$ cat config.mk
export PLATFORM = sky130hd
export DESIGN_NAME = mux8_rr_arbiter
export DESIGN_NICKNAME = d
export VERILOG_FILES = /design/src/rtl/mux8_rr_arbiter_pkg.sv /design/src/rtl/mux8_rr_arbiter_mux.sv /design/src/rtl/mux8_rr_arbiter.sv
export SDC_FILE = /design/constraint.sdc
export NUM_CORES = 1
export LEC_CHECK = 0
export ABC_CLOCK_PERIOD_IN_PS = 4300
export CAP_MARGIN = 20
export CORE_ASPECT_RATIO = 1.1
export CORE_MARGIN = 2
export CORE_UTILIZATION = 55
export DETAILED_ROUTE_END_ITERATION = 16
export DONT_BUFFER_PORTS = 1
export PLACE_DENSITY = 0.7
export RECOVER_POWER = 25
export SYNTH_ARGS = -nofsm -noshare
export SYNTH_HDL_FRONTEND = slang
export SYNTH_SLANG_ARGS = --single-unit
$ cat constraint.sdc
create_clock -name clk -period 4.3 [get_ports clk]
set_input_delay 0.86 -clock clk [delete_from_list [all_inputs] [get_ports clk]]
set_output_delay 0.86 -clock clk [all_outputs]
set_load 0.03 [all_outputs]
$ cat src/rtl/mux8_rr_arbiter_pkg.sv
// Shared constants for the round-robin mux arbiter: requester count,
// select width and the two-state controller encoding.
package mux8_rr_arbiter_pkg;

  localparam int NUM_REQ = 8;
  localparam int SEL_W   = 3;

  localparam logic STATE_IDLE  = 1'b0;
  localparam logic STATE_GRANT = 1'b1;

endpackage

$ cat src/rtl/mux8_rr_arbiter_mux.sv
// Plain 8-to-1 single-bit multiplexer; the arbiter owns its select.
module mux_8to1 (
  input  logic       A0,
  input  logic       A1,
  input  logic       A2,
  input  logic       A3,
  input  logic       A4,
  input  logic       A5,
  input  logic       A6,
  input  logic       A7,
  input  logic [2:0] sel,
  output logic       Y
);

  // select one of eight data lines
  always_comb begin
    Y = 1'b0;
    case (sel)
      3'd0:    Y = A0;
      3'd1:    Y = A1;
      3'd2:    Y = A2;
      3'd3:    Y = A3;
      3'd4:    Y = A4;
      3'd5:    Y = A5;
      3'd6:    Y = A6;
      3'd7:    Y = A7;
      default: Y = 1'b0;
    endcase
  end

endmodule

$ cat src/rtl/mux8_rr_arbiter.sv
// Round-robin arbiter granting one shared 8-to-1 bit path per tenure;
// a tenure ends on request drop or after MAX_HOLD cycles.
module mux8_rr_arbiter
  import mux8_rr_arbiter_pkg::*;
#(
  parameter int MAX_HOLD = 4,
  parameter int CNT_W    = 8
) (
  input  logic       clk,
  input  logic       rst,
  input  logic [7:0] req,
  input  logic [7:0] din,
  output logic [7:0] gnt,
  output logic [2:0] sel,
  output logic       busy,
  output logic       dout
);

  logic             state_q, state_d;
  logic [SEL_W-1:0] ptr_q, ptr_d;
  logic [SEL_W-1:0] sel_q, sel_d;
  logic [7:0]       gnt_q, gnt_d;
  logic             busy_q, busy_d;
  logic [CNT_W-1:0] hold_cnt_q, hold_cnt_d;
  logic [SEL_W:0]   pick_s;
  logic             mux_y_s;

  // First set request scanning upward from p with wrap; MSB flags a hit.
  function automatic logic [SEL_W:0] rr_pick(input logic [NUM_REQ-1:0] r,
                                             input logic [SEL_W-1:0]   p);
    logic             found;
    logic [SEL_W-1:0] idx;
    logic [SEL_W-1:0] win;
    found = 1'b0;
    win   = p;
    for (int i = 0; i < NUM_REQ; i++) begin
      idx = p + SEL_W'(i);
      if (!found && r[idx]) begin
        found = 1'b1;
        win   = idx;
      end
    end
    return {found, win};
  endfunction

  assign pick_s = rr_pick(req, ptr_q);

  // next-state logic for the IDLE/GRANT controller
  always_comb begin
    state_d    = state_q;
    ptr_d      = ptr_q;
    sel_d      = sel_q;
    gnt_d      = gnt_q;
    busy_d     = busy_q;
    hold_cnt_d = hold_cnt_q;
    case (state_q)
      STATE_IDLE: begin
        if (pick_s[SEL_W]) begin
          state_d    = STATE_GRANT;
          sel_d      = pick_s[SEL_W-1:0];
          gnt_d      = 8'b1 << pick_s[SEL_W-1:0];
          busy_d     = 1'b1;
          hold_cnt_d = {CNT_W{1'b0}};
        end else begin
          state_d = STATE_IDLE;
          gnt_d   = 8'b0;
          busy_d  = 1'b0;
        end
      end
      STATE_GRANT: begin
        // the served requester drops to lowest priority
        if (!req[sel_q] || (hold_cnt_q == CNT_W'(MAX_HOLD - 1))) begin
          state_d = STATE_IDLE;
          gnt_d   = 8'b0;
          busy_d  = 1'b0;
          ptr_d   = sel_q + 3'd1;
        end else begin
          hold_cnt_d = hold_cnt_q + CNT_W'(1);
        end
      end
      default: begin
        state_d = STATE_IDLE;
        gnt_d   = 8'b0;
        busy_d  = 1'b0;
      end
    endcase
  end

  // controller registers with synchronous reset
  always_ff @(posedge clk) begin
    if (rst) begin
      state_q    <= STATE_IDLE;
      ptr_q      <= 3'd0;
      sel_q      <= 3'd0;
      gnt_q      <= 8'b0;
      busy_q     <= 1'b0;
      hold_cnt_q <= {CNT_W{1'b0}};
    end else begin
      state_q    <= state_d;
      ptr_q      <= ptr_d;
      sel_q      <= sel_d;
      gnt_q      <= gnt_d;
      busy_q     <= busy_d;
      hold_cnt_q <= hold_cnt_d;
    end
  end

  mux_8to1 u_mux (
    .A0  (din[0]),
    .A1  (din[1]),
    .A2  (din[2]),
    .A3  (din[3]),
    .A4  (din[4]),
    .A5  (din[5]),
    .A6  (din[6]),
    .A7  (din[7]),
    .sel (sel_q),
    .Y   (mux_y_s)
  );

  assign gnt  = gnt_q;
  assign sel  = sel_q;
  assign busy = busy_q;
  assign dout = mux_y_s & busy_q;

endmodule
=== Word-level counts from Yosys, hierarchy flattened ===
Index checks and enable logic that the tools add are counted.

* Bits of input ports: 18
* ROM bits: 0
* Bits in latches: 0
* Flip-flop bits (word level): 24
* Memories kept: 0
* Output and inout port bits: 13
* Memory bits (writable): 0
* Word-level logic and storage cells: 103

* Multiplexer cells: 45
* Shift-type cells: 1
* $mul: 0
* $lt $le $gt $ge: 9
* Divide/modulo/power cells: 0
* Bitwise logic cells: 2
* $add $sub $neg: 9
* Eq/ne operators: 11
* Reductions and logical operators: 20

{| class="wikitable"
|+ Operators with widths
! operator !! count
|-
| 3-bit by 4-bit < comparator with 1-bit output (second input constant) || 9
|-
| 8-bit two-way mux || 4
|-
| 8-bit one-hot mux with 2 select lines || 2
|-
| 1-bit binary-select mux with 3-bit select || 9
|-
| 3-bit two-way mux || 7
|-
| 1-bit two-way mux || 20
|-
| 3-bit adder (second input constant) || 4
|-
| 3-bit equality test (second input constant) || 4
|-
| 8-bit by 1-bit adder with 8-bit output (second input constant) || 1
|-
| 8-bit by 2-bit equality test with 1-bit output (second input constant) || 1
|-
| 1-bit zero test || 8
|-
| 1-bit one-hot mux with 8 select lines || 1
|-
| 1-bit by 3-bit left shift with 8-bit output (first input constant) || 1
|-
| 1-bit logical AND || 7
|-
| 3-bit by 1-bit adder with 3-bit output (second input constant) || 2
|-
| 3-bit by 2-bit adder with 3-bit output (second input constant) || 2
|-
| 3-bit by 2-bit equality test with 1-bit output (second input constant) || 2
|-
| 2-bit AND reduction || 3
|-
| 2-bit inequality test (second input constant) || 2
|-
| 1-bit one-hot mux with 2 select lines || 2
|-
| 3-bit by 1-bit equality test with 1-bit output (second input constant) || 1
|-
| 3-bit zero test || 1
|-
| 2-bit by 1-bit inequality test with 1-bit output (second input constant) || 1
|-
| 1-bit bitwise AND || 1
|-
| other kinds (2) || 2
|}

=== Longest topological paths before layout ===
* Word-level depth: 27
* Gate-level depth with buffers: 14
* Depth with buffers taken out: 10

=== Modules after synthesis ===
Synthesis repeated with hierarchy kept, for this count alone.

* Cell total of the unflattened synthesis: 220
* Area total of the unflattened synthesis: 2052.0 um2

{| class="wikitable"
|+ By module, submodules not included
! module !! area an instance (um2) !! cells each !! instances !! seq. area each (um2)
|-
| mux8_rr_arbiter || 1988.2 || 217 || 1 || 480.5
|-
| mux_8to1 || 63.8 || 3 || 1 || 0.0
|}

=== Worst setup path before layout ===
OpenSTA, ideal clock, no wires.

* Path kind: register to register
* Start: reg ptr_q[1]
* End: reg gnt_q[4] (netlist: gnt[4])
* Stages on the path, launching flop included: 13
* Data required time: 4.231 ns
* Data arrival time: 3.430 ns
* Setup time: 0.069 ns
* Clock period less this slack: 3.499 ns
* Path buffers: 2
* Setup slack: 0.801 ns
* Path through: dfxtp_1 > buf_1 > inv_1 > ha_1 > buf_6 > mux2_4 > mux4_2 > nand2b_4 > a211oi_4 > a221oi_2 > xnor2_2 > or3b_1 > o21ai_1

* Cells in the longest elaborated chain, start to end: 27
* Elaborated cells on any way between the ends: 55
* Classes of those cells: 7 x add/sub; 1 x shift; 33 x mux; 14 x reduce/logical

{| class="wikitable"
|+ Ends and longest elaborated chain
! what !! RTL line !! RTL
|-
| start: declaration || mux8_rr_arbiter.sv:20 || <nowiki>logic [SEL_W-1:0] ptr_q, ptr_d;</nowiki>
|-
| start signal: assignment || mux8_rr_arbiter.sv:100 || <nowiki>ptr_q <= ptr_d;</nowiki>
|-
| branches (longest 25 deep; another with 3-bit by 1-bit adder with 3-bit output) || n/a ||
|-
| 8-bit two-way mux (*) || mux8_rr_arbiter.sv:58 || <nowiki>if (pick_s[SEL_W]) begin</nowiki>
|-
| 8-bit one-hot mux with 2 select lines (*) || mux8_rr_arbiter.sv:56 || <nowiki>case (state_q)</nowiki>
|-
| end signal: assignment || mux8_rr_arbiter.sv:102 || <nowiki>gnt_q <= gnt_d;</nowiki>
|-
| end: declaration || mux8_rr_arbiter.sv:22 || <nowiki>logic [7:0] gnt_q, gnt_d;</nowiki>
|}

Every way passes the cells marked *. The select of a mux whose other input is x is not followed.
A chain may end at the register's enable or synchronous reset.

=== Worst setup path after layout ===
* Start: reg ptr_q[1]
* End: reg gnt_q[0] (netlist: gnt[0])

The elaborated chain is that of the path after synthesis.

==> metrics.csv <==
metric,value,unit
P&R area growth vs syn,4.152,%
"area leader, netlist",dfxtp_1,
Max Used Layer,met4,
DR WL met2,2328,um
Sink Count,24,
share of post-route cells with drive strength above 1,17.03,%
top cell type's share of synthesized area,22.78,%
total negative slack,0,ns
Worst-Skew Late Latency,0.26,ns
grt ovf,0,
CTS Buffer Depth,2,
WL final,4404,um
drt initial violations,92,
"commonest cells after routing, fill and taps aside","24 x dfxtp_1, 21 x nor2_1, 19 x nand2_1, 17 x a21oi_1, 10 x o21ai_1",
top_reg_cell synth,dfxtp_1,
Diodes inserted,0,
Ports,31,
"FF+latch count, synth",24,
final hold violation count,0,
nets@finish,257,
DRC Markers,0,
fin crit period,3.478,ns
GRT Resource Usage Total,22.21,%
count of pins over their slew limit,0,
vias in the first global route,1677,
clk root buf,clkbuf_8,
H-Tree Depth,1,
final period utilization,80.88,%
CTS tree,built,
first-pass GRT wire length,7672,um
Routed WL per cell,15.78,um
Worst-path clk slew,0.08,ns
worst path cell trace,"inv_1, ha_1, mux2_2, mux4_2, nand2b_4, a211oi_4, a31oi_4, nor2b_4, nor2b_1, a32o_1",
Port Buffer Count,0,
"Largest stage delay, worst path",0.61,ns
Die Y,68.96,um
crit path max fanout,14,
routed metal-1 wire length,1909,um
CP Data Required Time,4.46,ns
Cell Pwr Density,477.0,mW/mm^2
setup bufs post-CTS,0,
ANT nets after route,0,
met3 WL,115,um
crit end category,flip-flop,
CP Class,flip-flop to flip-flop,
sequential area share after synthesis,22.78,%
Slew @ Worst Pin,0.6020,ns
top post-synthesis cells by area,"dfxtp_1 23%, mux4_2 9.6%, ha_1 5.3%",
CP Launch Type,flip-flop,
initial antenna violation count,0,
placer congestion estimate,0.8345,
outcome,completed,
Post-Synthesis Cells,232,
Final HPWL DP,3404,um
slew margin rel.,59.81,%
unique cell type count in the Yosys netlist,60,
die area,0.004348,mm^2
post-CTS sizing,0,
async set-reset flop share out of synthesis,0,%
"most common cell after layout, fill and taps aside",dfxtp_1,
number of hold buffers added after CTS,0,
Min-Delay Path Class,flip-flop to flip-flop,
RSZ-0062 raised after global routing,no,
drt first pass iters,4,
Syn. warnings,0,
Mean Syn Cell Area,9.093,um^2
Worst Skew,0.001048,ns
number of vias per cell,6.118,
largest net degree at the start of global routing,16,
Crit-path slowest cell,ha_1,
Post-synth EDFFs,0,
final worst slack,0.8224,ns
num rows,23,
Leak,0.8115,nW
Placement Setup Slack,0.8432,ns
max frequency,287.6,MHz
VDD IR max,0.1808,mV
CP arrival,3.64,ns
core area,0.003655,mm^2
max-cap violation count,0,
# setup viols final,0,
"Net Count, Synth",259,
synthesized area,0.002110,mm^2
Post-Route Utilization,60.12,%
CTS Buf Count,3,
total number of vias,1707,
Die Span X,63.05,um
starting density of the core,57.72,%
hold slack,0.4890,ns
[where the power goes]
| group | internal, mW | total, mW | switching (mW) | leakage (nW) |
|---|---|---|---|---|
| logic | 0.235 | 0.531 | 0.297 | 0.580 |
| clock network | 0.124 | 0.193 | 0.0683 | 0.0357 |
| registers | 0.250 | 0.324 | 0.0741 | 0.195 |
| total | 0.609 | 1.05 | 0.439 | 0.811 |
[state kept, by name (all words and copies together), names as in the netlist]
name / flops
busy: 1
ptr_q: 3
gnt: 8
state_q: 1
hold_cnt_q: 8
sel: 3
[stage by stage]
stage / std cells / total power [mW] / cell area (um^2)
CTS: 279 / 1.055 / 2197
global route: 279 / 1.130 / 2197
global placement: 275 / 0.8558 / 2126
detailed placement: 275 / 0.8614 / 2126
finish: 279 / 1.048 / 2197
floorplan: 232 / 0.7815 / 2110
[metal layers]
layer,vias to the layer above,GRT usage [%]
met1,827,25.81
met4,0,8.889
met3,4,2.435
met2,20,42.42
li1,856,-
met5,-,0
[synth_stat cells, types with 5 or more instances]
master,count
a21oi_1,17
o21ai_1,10
nand2_1,19
ha_1,9
nor2_1,21
inv_1,9
nand2b_1,5
mux2i_1,7
xor2_1,5
mux4_2,9
dfxtp_1,24
o21ai_0,7
[worst paths after layout]
kind,start,slack [ns],cells after the start,to
worst max-delay path,ptr_q[1]$_SDFFE_PP0P_,0.82,10,gnt[0]$_SDFFE_PP0P_
worst min-delay path,ptr_q[0]$_SDFFE_PP0P_,0.49,2,ptr_q[0]$_SDFFE_PP0P_
worst max register to register,ptr_q[1]$_SDFFE_PP0P_,0.82,10,gnt[0]$_SDFFE_PP0P_
worst min register to register,ptr_q[0]$_SDFFE_PP0P_,0.49,2,ptr_q[0]$_SDFFE_PP0P_
[layout make-up]
class                           instances  area [um^2]
Clock inverter                          1        30.03
Fill cell                             352         1458
Clock buffer                            3        41.29
Timing Repair Buffer                    3        22.52
Inverter                                9        33.78
Multi-Input combinational cell        189         1526
Sequential cell                        24        480.5
Tap cell                               50        62.56
[cell families after synthesis]
group           after synthesis  share of synthesized area (%)
buf+inv                      19                          4.863
mux                          25                          19.57
fa+ha+maj                     9                          5.338
xor+xnor                      8                          3.678
flops                        24                          22.78
compound gates               69                          23.49
simple gates                 78                          20.29
[worst max-delay path: cells and delay by family (launching register included)]
kind                     cells  cell delay [ns]
adder cells (fa/ha/maj)      1             0.61
buffers and inverters        1             0.07
flip-flops                   1             0.34
AND/OR/NAND/NOR              3             0.54
multiplexers                 2             0.92
AO/OA/AOI/OAI                3             0.88
No activity file was read; power rests on OpenSTA's default activity.
